`config.mk`:
```
export PLATFORM = sky130hd
export DESIGN_NAME = block_mover
export DESIGN_NICKNAME = d
export VERILOG_FILES = /design/src/rtl/block_mover.sv
export SDC_FILE = /design/constraint.sdc
export NUM_CORES = 1
export LEC_CHECK = 0
export ABC_AREA = 1
export CORE_ASPECT_RATIO = 1.5
export CORE_MARGIN = 1.5
export CORE_UTILIZATION = 56
export CTS_CLUSTER_DIAMETER = 80
export DETAILED_ROUTE_END_ITERATION = 12
export PLACE_DENSITY = 0.92
export RECOVER_POWER = 100
export SETUP_SLACK_MARGIN = 0.1
export SYNTH_ARGS = -nofsm -noshare
export SYNTH_HDL_FRONTEND = slang
export SYNTH_SLANG_ARGS = --single-unit
```
`constraint.sdc`:
```
create_clock -name clk -period 2.3 [get_ports clk]
set_input_delay 0.46 -clock clk [delete_from_list [all_inputs] [get_ports clk]]
set_output_delay 0.46 -clock clk [all_outputs]
set_load 0.05 [all_outputs]
```
`src/rtl/block_mover.sv`:
```
`default_nettype none
// ============================================================================
//  Module      : block_mover
//  Description : Sweeps a multi-cell block horizontally across one row of the
//                VGA grid. The row is chosen by the level, and so is the speed.
//                The block either bounces between the edges or wraps from the
//                right edge back to x=0. When the player presses stop, the
//                block's position is latched.
//                Drives x/y/colour to the draw/erase datapath and the stop
//                position to the stack-overlap logic.
//  Ports       :
//    clk                 : system clock
//    reset_load          : asynchronous active-low reset
//    tick                : one-cycle timebase pulse
//    start               : begin sweeping (sampled in IDLE only)
//    stop                : lock the block (sampled in MOVE only)
//    level_in            : current level, 0 = bottom row
//    block_cells         : block width in cells, clamped to 1..MAX_CELLS
//    colour_in           : draw colour
//    colour_erase_enable : force colour to black
//    x, y                : block left-edge pixel / row top pixel
//    colour              : output colour
//    horizontal          : direction, 1 = right, 0 = left
//    done_load           : one-cycle pulse when new x/y first appear
//    stopped_valid       : one-cycle pulse when the block locks
//    stopped_x           : x at the last lock
//    busy                : high while moving
//    top_reached         : level row lies above the screen, start refused
//  Revision    : 1.0 - initial release
// ============================================================================
module block_mover #(
  parameter int SCREEN_W    = 160,
  parameter int SCREEN_H    = 120,
  parameter int STEP        = 4,
  parameter int MAX_CELLS   = 4,
  parameter int LEVEL_W     = 6,
  parameter int BASE_PERIOD = 8,
  parameter int WRAP        = 0
) (
  input  logic               clk,
  input  logic               reset_load,
  input  logic               tick,
  input  logic               start,
  input  logic               stop,
  input  logic [LEVEL_W-1:0] level_in,
  input  logic [2:0]         block_cells,
  input  logic [2:0]         colour_in,
  input  logic               colour_erase_enable,
  output logic [7:0]         x,
  output logic [6:0]         y,
  output logic [2:0]         colour,
  output logic               horizontal,
  output logic               done_load,
  output logic               stopped_valid,
  output logic [7:0]         stopped_x,
  output logic               busy,
  output logic               top_reached
);

  // The period never exceeds BASE_PERIOD, so this width holds it.
  localparam int c_CNT_W = $clog2(BASE_PERIOD + 1);
  localparam logic [c_CNT_W-1:0] c_ONE   = c_CNT_W'(1);
  localparam logic [7:0]         c_STEP8 = 8'(STEP);

  typedef enum logic [1:0] {
    S_IDLE = 2'd0,
    S_MOVE = 2'd1,
    S_LOCK = 2'd2
  } state_t;

  state_t               r_state, w_state_nxt;
  logic [7:0]           r_x, w_x_nxt;
  logic [6:0]           r_y, w_y_nxt;
  logic                 r_h, w_h_nxt;
  logic [c_CNT_W-1:0]   r_cnt, w_cnt_nxt;
  logic [c_CNT_W-1:0]   r_period, w_period_nxt;
  logic [7:0]           r_rlim, w_rlim_nxt;
  logic                 r_done, w_done_nxt;
  logic                 r_sv, w_sv_nxt;
  logic [7:0]           r_sx, w_sx_nxt;
  logic                 r_top;

  // Geometry and speed are computed at 16 bits so that no intermediate term
  // can overflow, whatever the level.
  logic [15:0]          w_lvl16;
  logic                 w_top;
  logic [15:0]          w_y16;
  logic [2:0]           w_cells;
  logic [15:0]          w_rlim16;
  logic [15:0]          w_period16;
  logic                 w_due;
  logic [7:0]           w_mv_x;
  logic                 w_mv_h;

  always_comb begin
    w_lvl16    = 16'(level_in);
    w_top      = (w_lvl16 + 16'd1) > 16'(SCREEN_H / STEP);
    w_y16      = 16'(SCREEN_H) - 16'(STEP) * (w_lvl16 + 16'd1);
    if (block_cells == 3'd0)
      w_cells = 3'd1;
    else if (block_cells > 3'(MAX_CELLS))
      w_cells = 3'(MAX_CELLS);
    else
      w_cells = block_cells;
    w_rlim16   = 16'(SCREEN_W) - 16'(STEP) * 16'(w_cells);
    w_period16 = (16'(BASE_PERIOD) > w_lvl16) ? (16'(BASE_PERIOD) - w_lvl16) : 16'd1;
    w_due      = tick && (r_cnt == (r_period - c_ONE));
  end

  // Position and direction after one move.
  always_comb begin
    w_mv_x = r_x;
    w_mv_h = r_h;
    if (r_rlim == 8'd0) begin
      // Block spans the whole screen: there is nowhere to go.
      w_mv_x = r_x;
      w_mv_h = r_h;
    end else if (WRAP != 0) begin
      w_mv_h = 1'b1;
      w_mv_x = (r_x == r_rlim) ? 8'd0 : (r_x + c_STEP8);
    end else if (r_h) begin
      if (r_x == r_rlim) begin
        w_mv_h = 1'b0;
        w_mv_x = r_rlim - c_STEP8;
      end else begin
        w_mv_x = r_x + c_STEP8;
      end
    end else begin
      if (r_x == 8'd0) begin
        w_mv_h = 1'b1;
        w_mv_x = c_STEP8;
      end else begin
        w_mv_x = r_x - c_STEP8;
      end
    end
  end

  // Next-state and datapath updates.
  always_comb begin
    w_state_nxt  = r_state;
    w_x_nxt      = r_x;
    w_y_nxt      = r_y;
    w_h_nxt      = r_h;
    w_cnt_nxt    = r_cnt;
    w_period_nxt = r_period;
    w_rlim_nxt   = r_rlim;
    w_done_nxt   = 1'b0;
    w_sv_nxt     = 1'b0;
    w_sx_nxt     = r_sx;
    case (r_state)
      S_IDLE: begin
        if (start && !w_top) begin
          w_state_nxt  = S_MOVE;
          w_x_nxt      = 8'd0;
          w_h_nxt      = 1'b1;
          w_y_nxt      = 7'(w_y16);
          w_cnt_nxt    = '0;
          w_period_nxt = c_CNT_W'(w_period16);
          w_rlim_nxt   = 8'(w_rlim16);
          w_done_nxt   = 1'b1;
        end
      end
      S_MOVE: begin
        // A stop beats a move that falls due in the same cycle.
        if (stop) begin
          w_state_nxt = S_LOCK;
          w_sv_nxt    = 1'b1;
          w_sx_nxt    = r_x;
        end else if (tick) begin
          if (w_due) begin
            w_cnt_nxt  = '0;
            w_x_nxt    = w_mv_x;
            w_h_nxt    = w_mv_h;
            w_done_nxt = 1'b1;
          end else begin
            w_cnt_nxt = r_cnt + c_ONE;
          end
        end
      end
      S_LOCK: begin
        w_state_nxt = S_IDLE;
      end
      default: begin
        w_state_nxt = S_IDLE;
      end
    endcase
  end

  always_ff @(posedge clk or negedge reset_load) begin
    if (!reset_load) begin
      r_state <= S_IDLE;
    end else begin
      r_state <= w_state_nxt;
    end
  end

  always_ff @(posedge clk or negedge reset_load) begin
    if (!reset_load) begin
      r_x      <= 8'd0;
      r_y      <= 7'(SCREEN_H - STEP);
      r_h      <= 1'b1;
      r_cnt    <= '0;
      r_period <= c_CNT_W'(BASE_PERIOD);
      r_rlim   <= 8'(SCREEN_W - STEP);
      r_done   <= 1'b0;
      r_sv     <= 1'b0;
      r_sx     <= 8'd0;
      r_top    <= 1'b0;
    end else begin
      r_x      <= w_x_nxt;
      r_y      <= w_y_nxt;
      r_h      <= w_h_nxt;
      r_cnt    <= w_cnt_nxt;
      r_period <= w_period_nxt;
      r_rlim   <= w_rlim_nxt;
      r_done   <= w_done_nxt;
      r_sv     <= w_sv_nxt;
      r_sx     <= w_sx_nxt;
      r_top    <= w_top;
    end
  end

  assign x             = r_x;
  assign y             = r_y;
  assign horizontal    = r_h;
  assign done_load     = r_done;
  assign stopped_valid = r_sv;
  assign stopped_x     = r_sx;
  assign busy          = (r_state == S_MOVE);
  assign top_reached   = r_top;
  assign colour        = colour_erase_enable ? 3'b000 : colour_in;

endmodule
`default_nettype wire

```
==> impl_metrics.csv <==
group,metric,value,unit
yosys,synthMuxAreaShare,0,%
route,wirelength,5470,µm
route,highest_layer,"met4",
yosys,synth_xor_xnor_area_share,5.72,%
placement,dp_hpwl,4120,µm
route,avgViaCountPerCell,5.48,
yosys,synthAdderAreaFrac,6.64,%
outcome,status,"finished clean",
yosys,yosys.area.top_type,"dfrtp_1",
yosys,synth_common_cells,"nand2_1 (96), nand3_1 (32), inv_1 (28), dfrtp_1 (26), nor2_1 (23)",
worst_setup_path,cp-start-kind,"flop",
yosys,ys_types,32,
global_route,antenna_found_initial,0,
route,dr_wl_met3,295,µm
hold_path,hold_path_class,"reg -> reg",
yosys,synth.avg_cell_area,7.54,µm²
final_layout,diodes,0,
die,io_pins,49,
pwr,power_density,1030,mW/mm²
pwr,power.total,3.13,mW
timing,clock_skew,0.00517,ns
route,drt_iter0_markers,105,
placement,gp_congestion,0.889,
global_route,overflow,0,
die,start_util,58.2,%
yosys,synth_most_common_cell,"nand2_1",
route,drt_first_pass_iters,4,
global_route,grt_max_degree,36,
global_route,grt_pass1_wl,9170,µm
final_layout,fillers,356,
die,core-area,0.00421,mm²
worst_setup_path,crit_family,"buffers and inverters",
worst_setup_path,cp_cell_sequence,"dlygate4sd3_1",
pwr,vdd_ir_drop_max,0.000871,V
yosys,synthArstFlopShare,100,%
route,vias,2356,
worst_setup_path,crit_required,1.84,ns
final_layout,fin_area,0.00304,mm²
global_route,grt_usage,23.9,%
cts,cts_made_buffers,5,
yosys,yosys_warnings,0,
worst_setup_path,cp.buffers_inverters,1,
yosys,synth_compound_area_share,8.52,%
timing,report.final.slew_viol_count,0,
timing,hold_ws,0.478,ns
cts,htree_num_levels,2,
yosys,synth_flop_cell,"dfrtp_1",
die,rows,29,
final_layout,drive_gt1_share,16.4,%
pwr,p_leak,1.58,nW
final_layout,final_nets,414,
worst_setup_path,max_stage_delay,0.92,ns
timing,slew_headroom,44.8,%
timing,max_freq,457,MHz
worst_setup_path,slowest_stage,"dlygate4sd3_1",
cts,clk_latency,0.29,ns
route,post-route-drc-count,0,
yosys,syn_area,0.00245,mm²
final_layout,multi_input_area,0.00131,mm²
timing,rsz0062_at_grt,"yes",
timing,worst_slew_pin_slew,0.829,ns
cts,cts_sinks,35,
timing,post-route-period-util,95.2,%
placement,portBuffers,42,
timing,min_period,2.19,ns
flow_run,drv_cap,0,
worst_setup_path,cp_max_fo,8,
die,die-area,0.00479,mm²
route,wl_met2,3040,µm
timing,finalSetupViolations,0,
cts,cts_setup_buffers,0,
die,die_h,84.0,µm
die,die_x,57.0,µm
worst_setup_path,endpoint_kind,"primary output",
cts,path_clk_slew,0.07,ns
final_layout,seqCellArea,887,µm²
route,postRouteAntennaNets,0,
cts,cts_tree,"done",
yosys,synth_top_family_by_area,"simple AND/OR/NAND/NOR gates",
worst_setup_path,worstPathArrival,1.73,ns
yosys,ys_seq_area_share,36.2,%
final_layout,fin_cells,430,
yosys,yosysTopAreaCellShare,26.5,%
yosys,syn_inst,325,
yosys,synthTopCellsByArea,"dfrtp_1 (27%), nand2_1 (15%), dfstp_2 (9.6%)",
route,wl_met1,1930,µm
cts,cts_root_buf,"clkbuf_8",
yosys,synthSimpleGateAreaFrac,32.2,%
global_route,grt_pass1_vias,2219,
placement,placedCellCount,421,
yosys,synth_edf_count,0,
final_layout,fin_util,72.2,%
route,wl_per_cell,12.7,µm
final_layout,syn2layout_area_growth,23.9,%
yosys,ys_ff_latch,35,
timing,hold_violations,0,
cts,cts_buffer_depth,2,
worst_setup_path,path_class,"reg -> out",
placement,placed_cell_area,0.00300,mm²
[placed cells by master (no fill, tap or decap), drive strengths merged]
| cell type | synthesis | layout |
|---|---|---|
| clkdlybuf4s50 | 0 | 16 |
| clkbuf | 3 | 12 |
| o21ai | 23 | 23 |
| a21oi | 9 | 9 |
| dfrtp | 26 | 26 |
| nand2 | 101 | 102 |
| nor3 | 2 | 2 |
| or2 | 1 | 1 |
| nand4 | 5 | 5 |
| nand3b | 1 | 1 |
| dfstp | 9 | 9 |
| conb | 1 | 6 |
| nor2 | 27 | 27 |
| nand3 | 34 | 34 |
| clkinv | 0 | 2 |
| bufinv | 0 | 1 |
| xor2 | 11 | 11 |
| ha | 13 | 13 |
| o211ai | 1 | 1 |
| nor4 | 1 | 1 |
| inv | 37 | 36 |
| dlygate4sd3 | 0 | 21 |
| xnor2 | 5 | 5 |
| buf | 13 | 18 |
| nor3b | 2 | 2 |
[worst paths after layout]
kind,to,cells after the start,startpoint,slack [ns]
worst max-delay path,x[6],1,x[6],0.11
worst min-delay path,stopped_x[2],2,stopped_x[2],0.48
worst max register to register,x[7],11,x[3],0.49
worst min register to register,stopped_x[2],2,stopped_x[2],0.48
max in group asynchronous,r_period[0],2,reset_load,0.99
min in group asynchronous,stopped_valid,2,reset_load,0.80
[per-stage QoR]
stage / setup TNS [ns] / setup WS, ns
floorplan: 0 / 0.488
global placement: 0 / 0.0321
detailed placement: -1.40 / -0.114
CTS: 0 / 0.139
global route: 0 / 0.0532
finish: 0 / 0.111
[flip-flops by register name (all words and copies together), names as in the netlist]
register	flops
top_reached	1
x	6
horizontal	1
r_state	2
y	5
r_rlim	4
r_cnt	4
done_load	1
stopped_valid	1
stopped_x	6
r_period	4
[layout make-up]
class                      instances  area share (%)
clock buffer                       6            2.72
clock inverter                     2            1.15
multi-input combinational        243            43.0
inverter                          37            4.57
timing repair buffer              61            17.4
sequential                        35            29.2
tap                               46            1.89
[power by group]
| part | total, mW | internal [mW] | switching (mW) |
|---|---|---|---|
| registers | 0.942 | 0.802 | 0.140 |
| logic | 1.62 | 0.524 | 1.10 |
| clock network | 0.570 | 0.350 | 0.220 |
[layer usage]
metal | global-route usage (%) | vias up
met1 | 23.0 | 1098
met5 | 0 | -
met4 | 12.3 | 0
met3 | 5.27 | 22
li1 | - | 1135
met2 | 45.2 | 101
[kinds of logic after synthesis]
logic type / count (synthesis)
AO/OA/AOI/OAI: 33
XOR/XNOR: 16
adder cells (fa/ha/maj): 13
buffers and inverters: 53
flip-flops: 35
other: 1
AND/OR/NAND/NOR: 174
[repair_timing]
item	CTS	global route
setup endpoints to repair	0	16
gates resized for setup	0	2
hold buffers	0	0
endpoints found under the hold margin	0	0
(Power assumes the default switching activity.)
